<file path="src/rtl/rr_onehot_arb.sv">
// Round-robin arbiter with a registered one-hot select and binary grant index.
// An optional hold input keeps the current grant for multi-cycle transfers.
module rr_onehot_arb #(
    parameter int N = 4
) (
    input  logic                 clk,
    input  logic                 reset_n,
    input  logic [N-1:0]         req_i,
    input  logic                 hold_i,
    output logic [N-1:0]         sel_o,
    output logic                 gnt_valid_o,
    output logic [$clog2(N)-1:0] gnt_idx_o
);

    localparam int IDXW = $clog2(N);

    logic [N-1:0]    sel_r;
    logic            valid_r;
    logic [IDXW-1:0] idx_r;
    logic [IDXW-1:0] ptr_r;

    logic            hold_s;
    logic            found_s;
    logic [IDXW-1:0] next_idx_s;

    function automatic logic [N-1:0] onehot(input logic [IDXW-1:0] idx);
        onehot = N'(1) << idx;
    endfunction

    // Hold only applies to a live grant whose requester is still asking.
    assign hold_s = valid_r & hold_i & req_i[idx_r];

    // Circular search starting just after the last grant; ptr itself is checked last.
    always_comb begin
        int cand;
        found_s    = 1'b0;
        next_idx_s = '0;
        cand       = 0;
        for (int i = 1; i <= N; i++) begin
            cand = (int'(ptr_r) + i) % N;
            if (!found_s && req_i[cand[IDXW-1:0]]) begin
                found_s    = 1'b1;
                next_idx_s = cand[IDXW-1:0];
            end else begin
                found_s    = found_s;
            end
        end
    end

    // Grant state: hold, new grant or idle; ptr survives idle gaps.
    always_ff @(posedge clk or negedge reset_n) begin
        if (!reset_n) begin
            sel_r   <= '0;
            valid_r <= 1'b0;
            idx_r   <= '0;
            ptr_r   <= IDXW'(N - 1);
        end else if (hold_s) begin
            sel_r   <= sel_r;
            valid_r <= valid_r;
            idx_r   <= idx_r;
            ptr_r   <= ptr_r;
        end else if (found_s) begin
            sel_r   <= onehot(next_idx_s);
            valid_r <= 1'b1;
            idx_r   <= next_idx_s;
            ptr_r   <= next_idx_s;
        end else begin
            sel_r   <= '0;
            valid_r <= 1'b0;
            idx_r   <= '0;
            ptr_r   <= ptr_r;
        end
    end

    assign sel_o       = sel_r;
    assign gnt_valid_o = valid_r;
    assign gnt_idx_o   = idx_r;

endmodule
</file>
<file path="config.mk">
export PLATFORM = sky130hd
export DESIGN_NAME = rr_onehot_arb
export DESIGN_NICKNAME = d
export VERILOG_FILES = /design/src/rtl/rr_onehot_arb.sv
export SDC_FILE = /design/constraint.sdc
export NUM_CORES = 1
export LEC_CHECK = 0
export CORE_AREA = 4 4 41 43
export CTS_CLUSTER_DIAMETER = 30
export DETAILED_ROUTE_END_ITERATION = 6
export DIE_AREA = 0 0 45 47
export GPL_TIMING_DRIVEN = 0
export PLACE_DENSITY = 0.71
export SLEW_MARGIN = 20
export SYNTH_ARGS = -nofsm -noshare
export SYNTH_HDL_FRONTEND = slang
export SYNTH_SLANG_ARGS = --single-unit
</file>
<file path="constraint.sdc">
create_clock -name clk -period 1.8 [get_ports clk]
set_input_delay 0.27 -clock clk [delete_from_list [all_inputs] [get_ports clk]]
set_output_delay 0.27 -clock clk [all_outputs]
set_load 0.02 [all_outputs]
</file>
==> metrics.yaml, run 1 <==
ant_nets: 0
n_fill_cell: 127
synth_top_cell_by_area: "dfrtp_1"
placed_area_um2: 665.6
die_height_um: 47
setup_viol: 0
synth_flop_cell: "dfrtp_1"
cts_tree: "done"
path_buf_inv: 1
synth_top_area_share_pct: 33.90
crit_family: "buffers and inverters"
power.density_nw_per_um2: 1600
fp.dieW_um: 45
syn-num-nets: 58
initial_core_util_pct: 39.71
ctsHtreeMaxLevel: 1
crit_fanout: 4
yosys.area_share.simple_pct: 15.98
synth_area_per_cell_um2: 10.13
grt_usage_pct: 12.14
drc: 0
wirelength_um: 1088
core-area_um2: 1301
cp_slowest_stage_delay_ns: 0.64
fmax_mhz: 627.0
yosysUniqueCellTypes: 23
yosys.area_share.adder_pct: 0
ctsRootBufferMaster: "clkbuf_4"
ys_seq_area_share_pct: 44.07
num_antenna_cells: 0
worstMarginPinSlew_ns: 0.3990
hold_viol_final: 0
ys_ff_latch: 9
drive_gt1_share_pct: 17.65
min_path_type: "primary input to async pin"
drv_cap: 0
cp_cell_sequence: "clkdlybuf4s50_1"
antenna_found_initial: 0
finalCriticalPeriod_ns: 1.595
synth-xor-area-share_pct: 0
start_kind: "register"
cts_num_sinks: 9
grt_max_degree: 11
postCtsSetupBuffers: 0
critical_path.endpoint_type: "output port"
ios: 14
synth_edf_count: 0
postSynthCellCount: 51
async_reset_ff_share_pct: 100.0
gp_congestion: 0.6931
synth_top_family_by_area: "compound AO/OA/AOI/OAI gates"
synth.most_common_cell: "dfrtp_1"
rsz0062_at_grt: "no"
grt_pass1_wl_um: 1787
insertion_delay_ns: 0.26
path_class: "register to output port"
dieArea_um2: 2115
fin_tns_setup_ns: 0
fin_crit_sh_pct: 88.61
path_clk_slew_ns: 0.06
p_leak_nw: 0.2944
cts_inserted_buffers: 3
worstPathArrival_ns: 1.33
synthMuxAreaShare_pct: 5.811
r2r_setup_slack_ns: 0.37
vias: 437
drt_iter0_markers: 9
status: "finished clean"
place_hpwl_um: 827.9
grt_overflow_total: 0
syn_to_final_growth_pct: 33.90
finish.instance_area_um2: 691.9
holdWs_ns: 0.2995
synth_common_cells: "7 x dfrtp_1, 4 x nand2_1, 4 x nand2b_1"
ctsResizeCount: 0
wl_per_cell_um: 13.11
fin_util_pct: 53.17
cts.path.max_buffers: 2
synth_warnings: 0
max-vdd-ir-drop_v: 0.0008566
grt_pass1_vias: 385
worstPathRequired_ns: 1.53
hold_buffers: 0
drt-pass1-iter-count: 4
cp_slowest_cell: "clkdlybuf4s50_1"
synth.cell_area_um2: 516.7
nets: 76
r2r_start: "ptr_r[1]"
synth.area.top_cells: "dfrtp_1 34%, dfstp_2 10%, mux2i_1 5.8%"
finClkSkew_ns: 0.005305
via_per_inst: 5.265
rr_endpoint: "gnt_idx_o[0]"
synth-compound-area-share_pct: 27.60
r2r_cells: 5
port_buffers: 13
slew_viol_final: 0
num_rows: 13
max_slew_margin_pct: 73.32
layout make-up:
type	count	area, µm²	share of cell area [%]
Timing Repair Buffer	13	130.1	18.81
Buffer	2	22.52	3.255
Clock buffer	4	26.28	3.797
Multi-Input combinational cell	37	255.2	36.89
Inverter	3	11.26	1.627
Sequential cell	9	227.7	32.91
Tap cell	15	18.77	2.712
sequential cells by signal, summed over array words and instances (netlist names):
name         flops
sel_o            4
gnt_idx_o        2
ptr_r            2
gnt_valid_o      1
worst max path at each step:
| stage | start | to | cells past startpoint |
|---|---|---|---|
| floorplan | gnt_idx_o[0] | sel_o[2] | 4 |
| global placement | req_i[3] | sel_o[2] | 5 |
| detailed placement | req_i[3] | sel_o[2] | 5 |
| CTS | gnt_idx_o[0] | gnt_idx_o[0] | 1 |
| global route | gnt_idx_o[0] | gnt_idx_o[0] | 1 |
| finish | gnt_idx_o[0] | gnt_idx_o[0] | 1 |
per-stage QoR:
| step | std cells | setup slack, ns | power (mW) |
|---|---|---|---|
| finish | 83 | 0.2050 | 1.107 |
| global route | 83 | 0.1552 | 1.185 |
| CTS | 83 | 0.1838 | 1.118 |
| detailed placement | 79 | 0.07363 | 0.9574 |
| global placement | 79 | 0.1004 | 0.9485 |
| floorplan | 51 | 0.4261 | 0.7543 |
cell families (layout without fill, tap and decap cells):
logic type	count (synthesis)	in the layout
mux	3	3
buf+inv	5	22
compound gates	18	18
simple gates	16	16
flops	9	9
routing by layer:
metal  vias up  routed length, µm  global-route usage, %
met2        10                461                  16.67
met1       201                547                  16.90
met3         4                 46                  1.149
met5         -                  0                      0
li1        222                  -                      -
met4         0                 31                  10.53
placed cells by master (no fill, tap or decap), types with 3 or more instances in the layout:
cell             netlist  routed
clkdlybuf4s50_1        0      13
dfrtp_1                7       7
nand2_1                4       4
nand2b_1               4       4
inv_1                  3       3
nor2_1                 3       3
mux2i_1                3       3
o21ai_0                3       3
clkbuf_4               0       3
power by group:
group          total, mW  switching (mW)  leakage [nW]  internal [mW]
registers          0.373          0.0699         0.106          0.303
logic              0.579           0.285         0.173          0.293
clock network      0.156          0.0702        0.0150         0.0854
total               1.11           0.425         0.294          0.681
(Power assumes the default switching activity.)
==> inputs of run 2 (changes only) <==
- ABC_AREA: unset -> 1
- CORE_AREA: 4 4 41 43 -> unset
- CORE_UTILIZATION: unset -> 49
- DIE_AREA: 0 0 45 47 -> unset
- PLACE_DENSITY: 0.71 -> 0.8
==> metrics.yaml, run 2 <==
insertion_delay_ns: 0.26  # about the same
rr_endpoint: "gnt_idx_o[0]"
placed_area_um2: 862.1  # +30%
ys_ff_latch: 9  # unchanged
ios: 14  # unchanged
start_kind: "register"
fin_util_pct: 70.54  # +17 points
grt_overflow_total: 0  # unchanged
place_hpwl_um: 1190  # +44%
fmax_mhz: 588.7  # -6.1%
worstPathRequired_ns: 1.94  # +0.41 ns
path_clk_slew_ns: 0.06  # about the same
wl_per_cell_um: 11.49  # -12%
synth_top_area_share_pct: 24.56  # -9.3 points
layout_commonest_cell: "nand2_1"
grt_usage_pct: 23.64  # +12 points
drive_gt1_share_pct: 32.23  # +15 points
grt_pass1_wl_um: 2490  # +39%
max-vdd-ir-drop_v: 0.001012  # +18%
critical_path.endpoint_type: "register"
initial_core_util_pct: 53.47  # +14 points
synth.most_common_cell: "nand2_1"
holdWs_ns: 0.3019  # +0.002427 ns
ctsRootBufferMaster: "clkbuf_4"
r2r_cells: 11  # +6
cts_inserted_buffers: 3  # unchanged
postSynthCellCount: 101  # +98%
synth_common_cells: "34 x nand2_1, 11 x nand2_2, 9 x inv_1"
cts_num_sinks: 9  # unchanged
ctsHtreeMaxLevel: 1  # unchanged
crit_fanout: 6  # +2
fp.dieW_um: 40.15  # -11%
status: "finished clean"
fin_tns_setup_ns: 0  # unchanged
grt_max_degree: 11  # unchanged
antenna_found_initial: 0  # unchanged
min_path_type: "primary input to async pin"
r2r_setup_slack_ns: 0.10  # -0.27 ns
path_class: "register to register"
max_slew_margin_pct: 73.45  # +0.13 points
synth.area.top_cells: "dfrtp_1 25%, nand2_1 18%, nand2_2 9.6%"
syn_to_final_growth_pct: 31.93
setup_viol: 0  # unchanged
core-area_um2: 1334  # +2.5%
cts.path.max_buffers: 2  # unchanged
hold_viol_final: 0  # unchanged
fin_crit_sh_pct: 94.37  # +5.8 points
worstMarginPinSlew_ns: 0.3970  # -0.001922 ns
r2r_start: "ptr_r[0]"
vias: 692  # +58%
drt_iter0_markers: 14  # +5
worstPathArrival_ns: 1.84  # +0.51 ns
nets: 129  # +70%
synth_edf_count: 0  # unchanged
yosysUniqueCellTypes: 23  # unchanged
synth_warnings: 0  # unchanged
slew_viol_final: 0  # unchanged
wirelength_um: 1562  # +44%
synth_flop_cell: "dfrtp_1"
synth.cell_area_um2: 713.2  # +38%
largest_register_ffs: 4  # unchanged
grt_pass1_vias: 606  # +57%
drv_cap: 0  # unchanged
port_buffers: 13  # unchanged
power.density_nw_per_um2: 2165  # +35%
via_per_inst: 5.088  # -3.4%
synth_top_cell_by_area: "dfrtp_1"
dieArea_um2: 1612  # -24%
num_rows: 13  # unchanged
finish.instance_area_um2: 940.9  # +36%
p_leak_nw: 0.5044  # +71%
synth_area_per_cell_um2: 7.061  # -30%
drc: 0  # unchanged
n_fill_cell: 122  # -3.9%
syn-num-nets: 108  # +86%
ys_seq_area_share_pct: 31.93  # -12 points
cts_tree: "done"
final_cell_mix: "32 x nand2_1, 13 x clkdlybuf4s50_1, 10 x nand2_2"
drt-pass1-iter-count: 4  # unchanged
async_reset_ff_share_pct: 100.0  # unchanged
finClkSkew_ns: 0.001769  # -0.003536 ns
num_antenna_cells: 0  # unchanged
gp_congestion: 0.8008  # +16%
die_height_um: 40.15  # -15%
finalCriticalPeriod_ns: 1.699  # +0.1037 ns
ant_nets: 0  # unchanged
==> run 2: changes by cell type in the layout (fill, tap and decap cells not counted), moves of 3 or more <==
cell | previous run | this run
buf_4 | 0 | 3
inv_1 | 3 | 9
inv_2 | 0 | 3
mux2i_1 | 3 | 0
nand2_1 | 4 | 32
nand2_2 | 0 | 10
nand2_4 | 0 | 7
nand2b_1 | 4 | 0
nand3_1 | 2 | 7
==> run 2: cell type report <==
| class | instances | area [µm²] | area share (%) |
|---|---|---|---|
| tap | 15 | 18.77 | 1.995 |
| sequential | 9 | 227.7 | 24.20 |
| multi-input combinational | 77 | 442.9 | 47.07 |
| buffer | 1 | 15.01 | 1.596 |
| clock buffer | 4 | 26.28 | 2.793 |
| inverter | 14 | 57.56 | 6.117 |
| timing repair buffer | 16 | 152.6 | 16.22 |
==> run 2: report_power, final <==
group	switching, mW	leakage, nW	internal [mW]	total (mW)
clock network	0.0694	0.0150	0.0854	0.155
registers	0.0651	0.107	0.318	0.383
logic	0.916	0.383	0.583	1.50
==> run 2: timing repair <==
item / in CTS / in global routing
setup buffers: 0 / 3
gates resized for setup: 0 / 10
hold buffers: 0 / 0
endpoints found under the hold margin: 0 / 0
endpoints found under the setup margin: 0 / 4
==> run 2: per-stage QoR <==
stage,total power [mW],std cells,worst slack [ns]
6_report,2.037,136,0.1013
5_1_grt,2.246,136,-0.01198
4_1_cts,1.897,133,0.1135
3_5_place_dp,1.737,129,-0.01130
3_3_place_gp,1.695,129,0.01892
2_1_floorplan,1.422,101,0.2887
==> run 2: metal layers <==
metal,track usage (%),up-vias,routed length [µm]
met1,28.43,309,690
met5,0,-,0
met2,39.92,17,781
li1,-,362,-
met3,1.667,4,44
met4,15.52,0,46
==> run 2: worst max-delay path: stages, from the launching register on <==
cell	delay, ns
dfstp_2	0.54
buf_8	0.12
buf_4	0.14
nand2_1	0.08
nand2_2	0.08
nand2_1	0.08
nand2_2	0.09
nor2_4	0.05
nand4_1	0.13
nand3_2	0.12
nand2_2	0.10
o21ai_2	0.06
==> run 2: how the worst max path moves through the flow <==
stage | from | end | slack, ns | cells after the start
CTS | ptr_r[0] | gnt_idx_o[0] | 0.11 | 11
floorplan | ptr_r[0] | sel_o[0] | 0.29 | 12
global route | ptr_r[0] | ptr_r[0] | -0.01 | 11
detailed placement | req_i[2] | gnt_idx_o[0] | -0.01 | 10
global placement | req_i[2] | gnt_idx_o[0] | 0.02 | 10
finish | ptr_r[0] | gnt_idx_o[0] | 0.10 | 11
==> run 2: cells by family (layout without fill, tap and decap cells) <==
family                 count (synthesis)  after routing  share of synthesized area [%]
DFF                                    9              9                          31.93
AOI/OAI and AO/OA                      9              9                          7.719
and+or+nand+nor                       68             68                          50.70
buffers and inverters                 15             35                          9.648
